<file path="config.mk">
export PLATFORM = sky130hd
export DESIGN_NAME = operand_issue_stage_flat
export DESIGN_NICKNAME = d
export VERILOG_FILES = /design/src/rtl/operand_issue_stage_if.sv /design/src/rtl/operand_issue_stage.sv /design/src/flat_wrapper.sv
export SDC_FILE = /design/constraint.sdc
export NUM_CORES = 1
export LEC_CHECK = 0
export ABC_CLOCK_PERIOD_IN_PS = 5450
export CAP_MARGIN = 10
export CORE_MARGIN = 8
export CORE_UTILIZATION = 43
export CTS_BUF_LIST = sky130_fd_sc_hd__clkbuf_4 sky130_fd_sc_hd__clkbuf_8 sky130_fd_sc_hd__clkbuf_16
export CTS_CLUSTER_SIZE = 12
export DETAILED_ROUTE_END_ITERATION = 12
export PLACE_DENSITY = 0.79
export SYNTH_ARGS = -nofsm -noshare
export SYNTH_HDL_FRONTEND = slang
export SYNTH_SLANG_ARGS = --single-unit
</file>
<file path="constraint.sdc">
create_clock -name clk -period 5.45 [get_ports clk]
set_clock_uncertainty 0.05 [all_clocks]
set_input_delay 0.545 -clock clk [delete_from_list [all_inputs] [get_ports clk]]
set_output_delay 0.545 -clock clk [all_outputs]
set_load 0.01 [all_outputs]
</file>
<file path="src/rtl/operand_issue_stage_if.sv">
// Issue-stage bus: decoded instruction in, register file read ports,
// writeback snoop, flush, and the ID/EX output register.
// master = surrounding pipeline, slave = operand_issue_stage.
interface operand_issue_stage_if #(
    parameter int DATA_W = 16,
    parameter int ADDR_W = 3,
    parameter int OP_W   = 4
);
    logic              in_valid;
    logic              in_ready;
    logic [OP_W-1:0]   in_op;
    logic [ADDR_W-1:0] in_src1;
    logic [ADDR_W-1:0] in_src2;
    logic              in_use1;
    logic              in_use2;
    logic [ADDR_W-1:0] in_dest;
    logic              in_wr;

    logic [ADDR_W-1:0] rf_rd_add1;
    logic [DATA_W-1:0] rf_rd_data1;
    logic [ADDR_W-1:0] rf_rd_add2;
    logic [DATA_W-1:0] rf_rd_data2;

    logic              wb_en;
    logic [ADDR_W-1:0] wb_dest;
    logic [DATA_W-1:0] wb_data;

    logic              flush;

    logic              out_valid;
    logic              out_ready;
    logic [OP_W-1:0]   out_op;
    logic [DATA_W-1:0] out_a;
    logic [DATA_W-1:0] out_b;
    logic [ADDR_W-1:0] out_dest;
    logic              out_wr;
    logic [15:0]       stall_cnt;

    modport master (
        output in_valid, in_op, in_src1, in_src2, in_use1, in_use2, in_dest, in_wr,
        output rf_rd_data1, rf_rd_data2,
        output wb_en, wb_dest, wb_data,
        output flush, out_ready,
        input  in_ready, rf_rd_add1, rf_rd_add2,
        input  out_valid, out_op, out_a, out_b, out_dest, out_wr, stall_cnt
    );

    modport slave (
        input  in_valid, in_op, in_src1, in_src2, in_use1, in_use2, in_dest, in_wr,
        input  rf_rd_data1, rf_rd_data2,
        input  wb_en, wb_dest, wb_data,
        input  flush, out_ready,
        output in_ready, rf_rd_add1, rf_rd_add2,
        output out_valid, out_op, out_a, out_b, out_dest, out_wr, stall_cnt
    );
endinterface

</file>
<file path="src/rtl/operand_issue_stage.sv">
// Operand issue stage: reads the register file, stalls on RAW/WAW hazards
// through a per-register pending scoreboard, bypasses same-cycle writeback,
// and registers operands into the ID/EX output register.
//
// state   | meaning
// S_EMPTY | output register holds nothing, out_valid=0
// S_FULL  | output register holds an instruction, out_valid=1
module operand_issue_stage #(
    parameter int DATA_W = 16,
    parameter int ADDR_W = 3,
    parameter int OP_W   = 4
) (
    input  logic                   clk,
    input  logic                   rst,
    operand_issue_stage_if.slave   bus
);
    localparam int NREG = 1 << ADDR_W;

    typedef enum logic {S_EMPTY, S_FULL} state_t;

    state_t            state;
    logic [NREG-1:0]   pend;
    logic [NREG-1:0]   pend_nxt;
    logic [NREG-1:0]   wclr;
    logic [NREG-1:0]   busy;
    logic              hazard;
    logic              slot_free;
    logic              accept;
    logic [DATA_W-1:0] opnd_a;
    logic [DATA_W-1:0] opnd_b;

    assign bus.rf_rd_add1 = bus.in_src1;
    assign bus.rf_rd_add2 = bus.in_src2;

    // Per-register writeback clear and busy view; r0 is never busy.
    always_comb begin
        wclr = '0;
        busy = '0;
        for (int r = 1; r < NREG; r++) begin
            wclr[r] = bus.wb_en && (bus.wb_dest == ADDR_W'(r));
            busy[r] = pend[r] && !wclr[r];
        end
    end

    assign hazard = (bus.in_use1 && busy[bus.in_src1])
                  | (bus.in_use2 && busy[bus.in_src2])
                  | (bus.in_wr   && busy[bus.in_dest]);

    assign slot_free    = (state == S_EMPTY) || bus.out_ready;
    assign accept       = bus.in_valid && !hazard && slot_free && !bus.flush;
    assign bus.in_ready = accept;
    assign bus.out_valid = (state == S_FULL);

    // Operand select: zero for r0/unused, writeback bypass, else file data.
    always_comb begin
        opnd_a = bus.rf_rd_data1;
        opnd_b = bus.rf_rd_data2;
        if (!bus.in_use1 || bus.in_src1 == '0) begin
            opnd_a = '0;
        end else if (wclr[bus.in_src1]) begin
            opnd_a = bus.wb_data;
        end
        if (!bus.in_use2 || bus.in_src2 == '0) begin
            opnd_b = '0;
        end else if (wclr[bus.in_src2]) begin
            opnd_b = bus.wb_data;
        end
    end

    // Scoreboard next state: writeback and flush clear, accept sets (set wins).
    always_comb begin
        pend_nxt = pend & ~wclr;
        if (bus.flush && state == S_FULL && bus.out_wr) begin
            pend_nxt[bus.out_dest] = 1'b0;
        end
        if (accept && bus.in_wr && bus.in_dest != '0) begin
            pend_nxt[bus.in_dest] = 1'b1;
        end
        pend_nxt[0] = 1'b0;
    end

    // Scoreboard register.
    always_ff @(posedge clk or negedge rst) begin
        if (!rst) begin
            pend <= '0;
        end else begin
            pend <= pend_nxt;
        end
    end

    // Output register FSM; flush empties it and blocks acceptance.
    always_ff @(posedge clk or negedge rst) begin
        if (!rst) begin
            state        <= S_EMPTY;
            bus.out_op   <= '0;
            bus.out_a    <= '0;
            bus.out_b    <= '0;
            bus.out_dest <= '0;
            bus.out_wr   <= 1'b0;
        end else begin
            case (state)
                S_EMPTY: begin
                    if (accept) begin
                        state <= S_FULL;
                    end
                end
                S_FULL: begin
                    if (bus.flush) begin
                        state <= S_EMPTY;
                    end else if (bus.out_ready && !accept) begin
                        state <= S_EMPTY;
                    end
                end
                default: state <= S_EMPTY;
            endcase
            if (accept) begin
                bus.out_op   <= bus.in_op;
                bus.out_a    <= opnd_a;
                bus.out_b    <= opnd_b;
                bus.out_dest <= bus.in_dest;
                bus.out_wr   <= bus.in_wr && (bus.in_dest != '0);
            end
        end
    end

    // Saturating count of cycles lost to a hazard while the slot was free.
    always_ff @(posedge clk or negedge rst) begin
        if (!rst) begin
            bus.stall_cnt <= '0;
        end else if (bus.in_valid && slot_free && hazard && !bus.flush
                     && bus.stall_cnt != 16'hFFFF) begin
            bus.stall_cnt <= bus.stall_cnt + 16'd1;
        end
    end
endmodule
</file>
<file path="src/flat_wrapper.sv">
// flat-port wrapper written by rule: the top's interface ports become plain ports
module operand_issue_stage_flat 
#(
    parameter int DATA_W = 16,
    parameter int ADDR_W = 3,
    parameter int OP_W   = 4
)
  (clk, rst, bus_in_valid, bus_in_op, bus_in_src1, bus_in_src2, bus_in_use1, bus_in_use2, bus_in_dest, bus_in_wr, bus_rf_rd_data1, bus_rf_rd_data2, bus_wb_en, bus_wb_dest, bus_wb_data, bus_flush, bus_out_ready, bus_in_ready, bus_rf_rd_add1, bus_rf_rd_add2, bus_out_valid, bus_out_op, bus_out_a, bus_out_b, bus_out_dest, bus_out_wr, bus_stall_cnt);
  operand_issue_stage_if #(.DATA_W(DATA_W), .ADDR_W(ADDR_W), .OP_W(OP_W)) bus_i ();
  input  logic clk;
  input  logic rst;
  input wire logic [$bits(bus_i.in_valid)-1:0] bus_in_valid;
  input wire logic [$bits(bus_i.in_op)-1:0] bus_in_op;
  input wire logic [$bits(bus_i.in_src1)-1:0] bus_in_src1;
  input wire logic [$bits(bus_i.in_src2)-1:0] bus_in_src2;
  input wire logic [$bits(bus_i.in_use1)-1:0] bus_in_use1;
  input wire logic [$bits(bus_i.in_use2)-1:0] bus_in_use2;
  input wire logic [$bits(bus_i.in_dest)-1:0] bus_in_dest;
  input wire logic [$bits(bus_i.in_wr)-1:0] bus_in_wr;
  input wire logic [$bits(bus_i.rf_rd_data1)-1:0] bus_rf_rd_data1;
  input wire logic [$bits(bus_i.rf_rd_data2)-1:0] bus_rf_rd_data2;
  input wire logic [$bits(bus_i.wb_en)-1:0] bus_wb_en;
  input wire logic [$bits(bus_i.wb_dest)-1:0] bus_wb_dest;
  input wire logic [$bits(bus_i.wb_data)-1:0] bus_wb_data;
  input wire logic [$bits(bus_i.flush)-1:0] bus_flush;
  input wire logic [$bits(bus_i.out_ready)-1:0] bus_out_ready;
  output wire logic [$bits(bus_i.in_ready)-1:0] bus_in_ready;
  output wire logic [$bits(bus_i.rf_rd_add1)-1:0] bus_rf_rd_add1;
  output wire logic [$bits(bus_i.rf_rd_add2)-1:0] bus_rf_rd_add2;
  output wire logic [$bits(bus_i.out_valid)-1:0] bus_out_valid;
  output wire logic [$bits(bus_i.out_op)-1:0] bus_out_op;
  output wire logic [$bits(bus_i.out_a)-1:0] bus_out_a;
  output wire logic [$bits(bus_i.out_b)-1:0] bus_out_b;
  output wire logic [$bits(bus_i.out_dest)-1:0] bus_out_dest;
  output wire logic [$bits(bus_i.out_wr)-1:0] bus_out_wr;
  output wire logic [$bits(bus_i.stall_cnt)-1:0] bus_stall_cnt;
  assign bus_i.in_valid = bus_in_valid;
  assign bus_i.in_op = bus_in_op;
  assign bus_i.in_src1 = bus_in_src1;
  assign bus_i.in_src2 = bus_in_src2;
  assign bus_i.in_use1 = bus_in_use1;
  assign bus_i.in_use2 = bus_in_use2;
  assign bus_i.in_dest = bus_in_dest;
  assign bus_i.in_wr = bus_in_wr;
  assign bus_i.rf_rd_data1 = bus_rf_rd_data1;
  assign bus_i.rf_rd_data2 = bus_rf_rd_data2;
  assign bus_i.wb_en = bus_wb_en;
  assign bus_i.wb_dest = bus_wb_dest;
  assign bus_i.wb_data = bus_wb_data;
  assign bus_i.flush = bus_flush;
  assign bus_i.out_ready = bus_out_ready;
  assign bus_in_ready = bus_i.in_ready;
  assign bus_rf_rd_add1 = bus_i.rf_rd_add1;
  assign bus_rf_rd_add2 = bus_i.rf_rd_add2;
  assign bus_out_valid = bus_i.out_valid;
  assign bus_out_op = bus_i.out_op;
  assign bus_out_a = bus_i.out_a;
  assign bus_out_b = bus_i.out_b;
  assign bus_out_dest = bus_i.out_dest;
  assign bus_out_wr = bus_i.out_wr;
  assign bus_stall_cnt = bus_i.stall_cnt;
  operand_issue_stage #(.DATA_W(DATA_W), .ADDR_W(ADDR_W), .OP_W(OP_W)) u_core (.clk(clk), .rst(rst), .bus(bus_i));
endmodule
</file>
After elaboration in Yosys (flattened, before gate mapping) --
Cells that the tools add are included.
Operators by class: add/sub/neg operators 1, $lt $le $gt $ge 6, eq/ne operators 8, multiplexer cells 24, bitwise gates (word level) 8, reductions and logical operators 50
Operator list (number):
- 2-to-1 mux 16 bit | 4
- logical AND 1 bit | 32
- adder 16 x 1 -> 16 bit, second input constant | 1
- bitwise AND 8 bit | 2
- < comparator 3 x 4 -> 1 bit, second input constant | 4
- 2-to-1 mux 8 bit | 2
- inequality test 16 bit, second input constant | 1
- NOT 8 bit | 2
- binary-select mux 1 bit (select 3 bit) | 5
- == test 3 bit, second input constant | 4
- logical NOT 1 bit | 12
- 2-to-1 mux 1 bit | 10
- OR 8 bit | 1
- demux 1 bit (select 3 bit) | 2
- == test 3 x 2 -> 1 bit, second input constant | 2
- >= comparator 3 x 1 -> 1 bit, second input constant | 2
- logical NOT 3 bit | 2
- == test 3 x 1 -> 1 bit, second input constant | 1
- logical OR 1 bit | 3
- nonzero test 3 bit | 1
- OR 1 bit | 2
- case mux 1 bit (2 select lines) | 1
- NOT 1 bit | 1
Storage, ports and cells: register bits after elaboration 64, output and inout bits 64, word-level logic and storage cells 105

Longest topological paths before layout --
depth in word-level cells 18, mapped depth 9, depth with buffers taken out 7

Worst setup path after synthesis --
No wires, ideal clock.
kind in2out, from in bus_wb_dest[2], to out bus_in_ready, data arrival time 2357 ps, required time 4855 ps, slack 2498 ps, stages on the path 7, path through buf_2 nand4b_4 and4_1 a311o_1 o2111a_2 nor4_4 buf_6
Between the ends: word-level cells in the longest chain between the ends 13
RTL lines:
- start: declaration | line flat_wrapper.sv:23 | input wire logic [$bits(bus_i.wb_dest)-1:0] bus_wb_dest;
- == test 3 x 1 -> 1 bit (tied with other cells) | line operand_issue_stage.sv:40 | wclr[r] = bus.wb_en && (bus.wb_dest == ADDR_W'(r));
- logical AND 1 bit | line operand_issue_stage.sv:40
- logical NOT 1 bit | line operand_issue_stage.sv:41 | busy[r] = pend[r] && !wclr[r];
- logical AND 1 bit | line operand_issue_stage.sv:41
- binary-select mux 1 bit (select 3 bit), on equally long branches | line operand_issue_stage.sv:45, operand_issue_stage.sv:46
- 2-to-1 mux 1 bit, on equally long branches | line operand_issue_stage.sv:45, operand_issue_stage.sv:46
- logical AND 1 bit, on equally long branches | line operand_issue_stage.sv:45, operand_issue_stage.sv:46
- OR 1 bit | line operand_issue_stage.sv:46 | | (bus.in_use2 && busy[bus.in_src2])
- OR 1 bit * | line operand_issue_stage.sv:47 | | (bus.in_wr && busy[bus.in_dest]);
- logical NOT 1 bit * | line operand_issue_stage.sv:50 | assign accept = bus.in_valid && !hazard && slot_free && !bus.flush;
- logical AND 1 bit * (3 in series) | line operand_issue_stage.sv:50
- end: declaration | line flat_wrapper.sv:27 | output wire logic [$bits(bus_i.in_ready)-1:0] bus_in_ready;
Mark *: on every way between the ends. The rest lies on a longest branch, timed or not. The select of a mux whose other input is x is not followed.

Worst setup path after layout --
from in bus_wb_dest[0], to out bus_in_ready
The elaborated chain is that of the path after synthesis.

==> summary.md <==
## Outcome
* **status** complete, no violations

## Power
* **combinational fraction of design power** 32.5%
* **maximum VDD drop** 0.237 mV
* **sequential share of power** 42.0%
* **share of power burned in the clock network** 25.5%
* **switching portion of total power** 30.5%
* **Cell Int Power** 1.04 mW
* **leakage power total** 2.20 nW
* **power spent charging and discharging nets** 0.455 mW
* **power density over the cells** 281 nW/um^2

## STA
* **final hold slack** 0.330 ns
* **setup repair after global routing missed its margin** no
* **Final Hold Vio Count** 0
* **sum of negative setup slack** 0 ns
* **maximum clock rate** 0.264 GHz
* **final critical-path share of the clock period** 69.5%
* **count of final max-slew check failures** 0
* **Final Critical Period** 3.79 ns
* **Final setup viols** 0
* **pin slew with the least headroom to its limit** 0.821 ns
* **Worst slew margin** 45.3%

## Global routing
* **first-pass GRT wire length** 16.9 mm
* **number of antenna violations at the first check in global routing** 0
* **largest net degree at the start of global routing** 65
* **Congestion Overflow GR** 0
* **global-route usage over all layers** 18.0%
* **vias in the first global route** 3278

## Setup path
* **data arrival at the endpoint of the critical path** 3.19 ns
* **worst reg2reg endpoint** u_core.bus.out_a[14]
* **crit path max fanout** 12
* **launch instance of the worst register-to-register path** u_core.pend[3]
* **termination of the worst setup path** bus_in_ready
* **Critical path origin** bus_wb_dest[0]
* **type of origin of the critical path** input pin
* **type of the worst setup path** input pin to output port
* **type of destination of the critical path** output port
* **length in cells of the worst reg-to-reg path** 6
* **setup slack of the most critical reg-to-reg path** 2.89 ns
* **worst endpoint required time** 4.86 ns

## Yosys
* **Synth area leader** dfrtp_1
* **share of cell area taken by muxes after synthesis** 20.9%
* **Synth Area per Inst** 11.0 sq um
* **largest family of logic cells by synthesized area** multiplexers
* **adder-cell area share of the yosys netlist** 0.335%
* **Synth async-reset ratio** 100%
* **register bit count reported by yosys** 64
* **post-synth cell types** 56
* **most frequently used flop master after synthesis** dfrtp_1
* **EDFF count, synth** 0
* **total of warnings raised by yosys** 0
* **post-synthesis share of cell area spent on and, or, nand and nor gates** 18.0%
* **Post-Synth XOR/XNOR Area** 4.22%
* **compound-cell area share of the yosys netlist** 8.64%
* **sequential area share after synthesis** 42.9%
* **area share of the leading cell type in the synthesized netlist** 42.9%
* **top cells by area in the synthesized netlist** dfrtp_1 (43%), mux2_2 (12%), mux2i_1 (8.6%)
* **Synthesized Nets** 414
* **area of the mapped netlist** 3740 sq um
* **number of standard cells after synthesis** 340

## Finish
* **final cell count without fillers** 583
* **post-route design area** 5330 sq um
* **layout cell share with drive strength beyond 1** 16.4%
* **commonest non-fill, non-tap cell in the layout** clkdlybuf4s50_1
* **utilization of the core after routing** 62.0%
* **number of nets in the layout** 544
* **number of fill cells** 699
* **area used by multi-input combinational logic** 1970 sq um
* **top library cells by usage in the layout, fill and taps aside** clkdlybuf4s50_1 (135), dfrtp_1 (64), mux2_2 (39)
* **Area growth, synth to finish** 42.6%
* **Diodes inserted** 0
* **storage element area** 1600 sq um

## Floorplanning
* **die boundary width** 109 um
* **Placeable Area** 8590 sq um
* **top-level port count** 137
* **Die ar.** 11900 sq um
* **floorplan die height** 109 um
* **Core Rows** 34
* **Initial Utilization** 43.5%

## CTS
* **insertion delay to the later sink of the worst-skew pair** 0.34 ns
* **CTS tree** done
* **CTS Root Buffer Type** clkbuf_8
* **Inserted Clock Buffers** 9
* **Clk pin slew, worst setup/hold paths** 0.07 ns
* **number of sinks on the clock net** 64
* **maximum clock path buffer count** 2
* **post-cts gate resize count** 0
* **hold-fix buffers at CTS** 0
* **setup bufs post-CTS** 0
* **H-Tree Level Count** 3

## Route
* **Detailed Route Iter0 Violations** 100
* **met3 layer wire length in the routed design** 789 um
* **wl on met1** 4.32 mm
* **drt via density** 5.41
* **final routed wirelength across all metal layers** 10.6 mm
* **Routed wire per std cell** 18.2 um
* **uppermost metal layer occupied by signal nets** met4
* **antenna-violating nets left** 0
* **met2 routed wirelength** 5.32 mm
* **residual DRC count** 0
* **via count** 3155
* **number of detailed-routing iterations run before antenna repair** 5

## Min path
* **classification of the worst-slack hold path** input pin to asynchronous set/reset pin

## Place
* **detailed-placement wirelength estimate** 7.91 mm
* **instance count after placement with tap cells included** 567
* **Placer Congestion** 0.863
* **quantity of I/O buffers inserted on ports** 136
* **post-detailed-placement cell area** 5140 sq um

## Job
* **max cap viols** 0

## critical path: stages
cell	delay [ns]
clkdlybuf4s50_1	0.75
nand4bb_1	0.22
and4_1	0.25
a311o_1	0.26
o2111a_2	0.28
nor4_4	0.28
clkdlybuf4s50_1	0.59
## synthesized netlist by cell type (all sizes together), types with 5 or more instances
cell and number:
nand2 15, nor3 7, nand4 9, mux2i 32, mux2 41, xor2 15
o21ai 7, dfrtp 64, buf 17, nand4b 5, nand2b 6, nor2 38
a21oi 5, inv 6, nand3 8, clkbuf 7, nor4 5
## power by group through the flow
stage	clock [mW]	sequential, mW	combinational [mW]
2_1_floorplan	0	0.662	0.177
3_3_place_gp	0	0.632	0.483
3_5_place_dp	0	0.636	0.489
4_1_cts	0.388	0.628	0.493
5_1_grt	0.411	0.642	0.522
6_report	0.382	0.628	0.486
## layer usage
layer	vias up	global-route usage, %
met5	-	0
met4	0	6.56
met3	11	5.85
met2	102	30.8
met1	1545	20.7
li1	1497	-
## flip-flops by register name, summed over array words and instances, names as in the netlist
| register | flops |
|---|---|
| u_core.bus.stall_cnt | 16 |
| u_core.bus.out_dest | 3 |
| u_core.pend | 7 |
| u_core.bus.out_wr | 1 |
| u_core.bus.out_op | 4 |
| u_core.bus.out_valid | 1 |
| u_core.bus.out_a | 16 |
| u_core.bus.out_b | 16 |
## how the worst min path moves through the flow
stage | start | endpoint | slack (ns) | cells past startpoint
after floorplan | rst | u_core.bus.out_a[0] | 0.20 | 0
after global placement | u_core.bus.out_b[13] | u_core.bus.out_b[13] | 0.42 | 1
after detailed placement | u_core.bus.stall_cnt[4] | u_core.bus.stall_cnt[4] | 0.43 | 1
after CTS | rst | u_core.bus.out_a[10] | 0.36 | 2
after global routing | rst | u_core.bus.out_a[9] | 0.40 | 2
final | rst | u_core.bus.out_a[9] | 0.33 | 2
## stage by stage
stage          setup WS, ns  total power, mW
6_report               1.66             1.50
3_3_place_gp           1.69             1.11
5_1_grt                1.53             1.58
3_5_place_dp           1.69             1.12
4_1_cts                1.67             1.51
2_1_floorplan          2.50            0.839
## final cells by class
class                   instances  area share [%]
multi-input cells             246            37.0
flip-flops and latches         64            30.1
repair buffers                143            26.4
clock buffers                  12            2.98
well taps                     108            2.54
clock inverters                 4           0.540
inverters                       6           0.423
## cells by family after synthesis
group,Yosys count
flops,64
fa+ha+maj,1
simple gates,115
compound gates,39
mux,73
xor+xnor,18
buf+inv,30
Note: power is estimated with default switching activity, not from simulation.
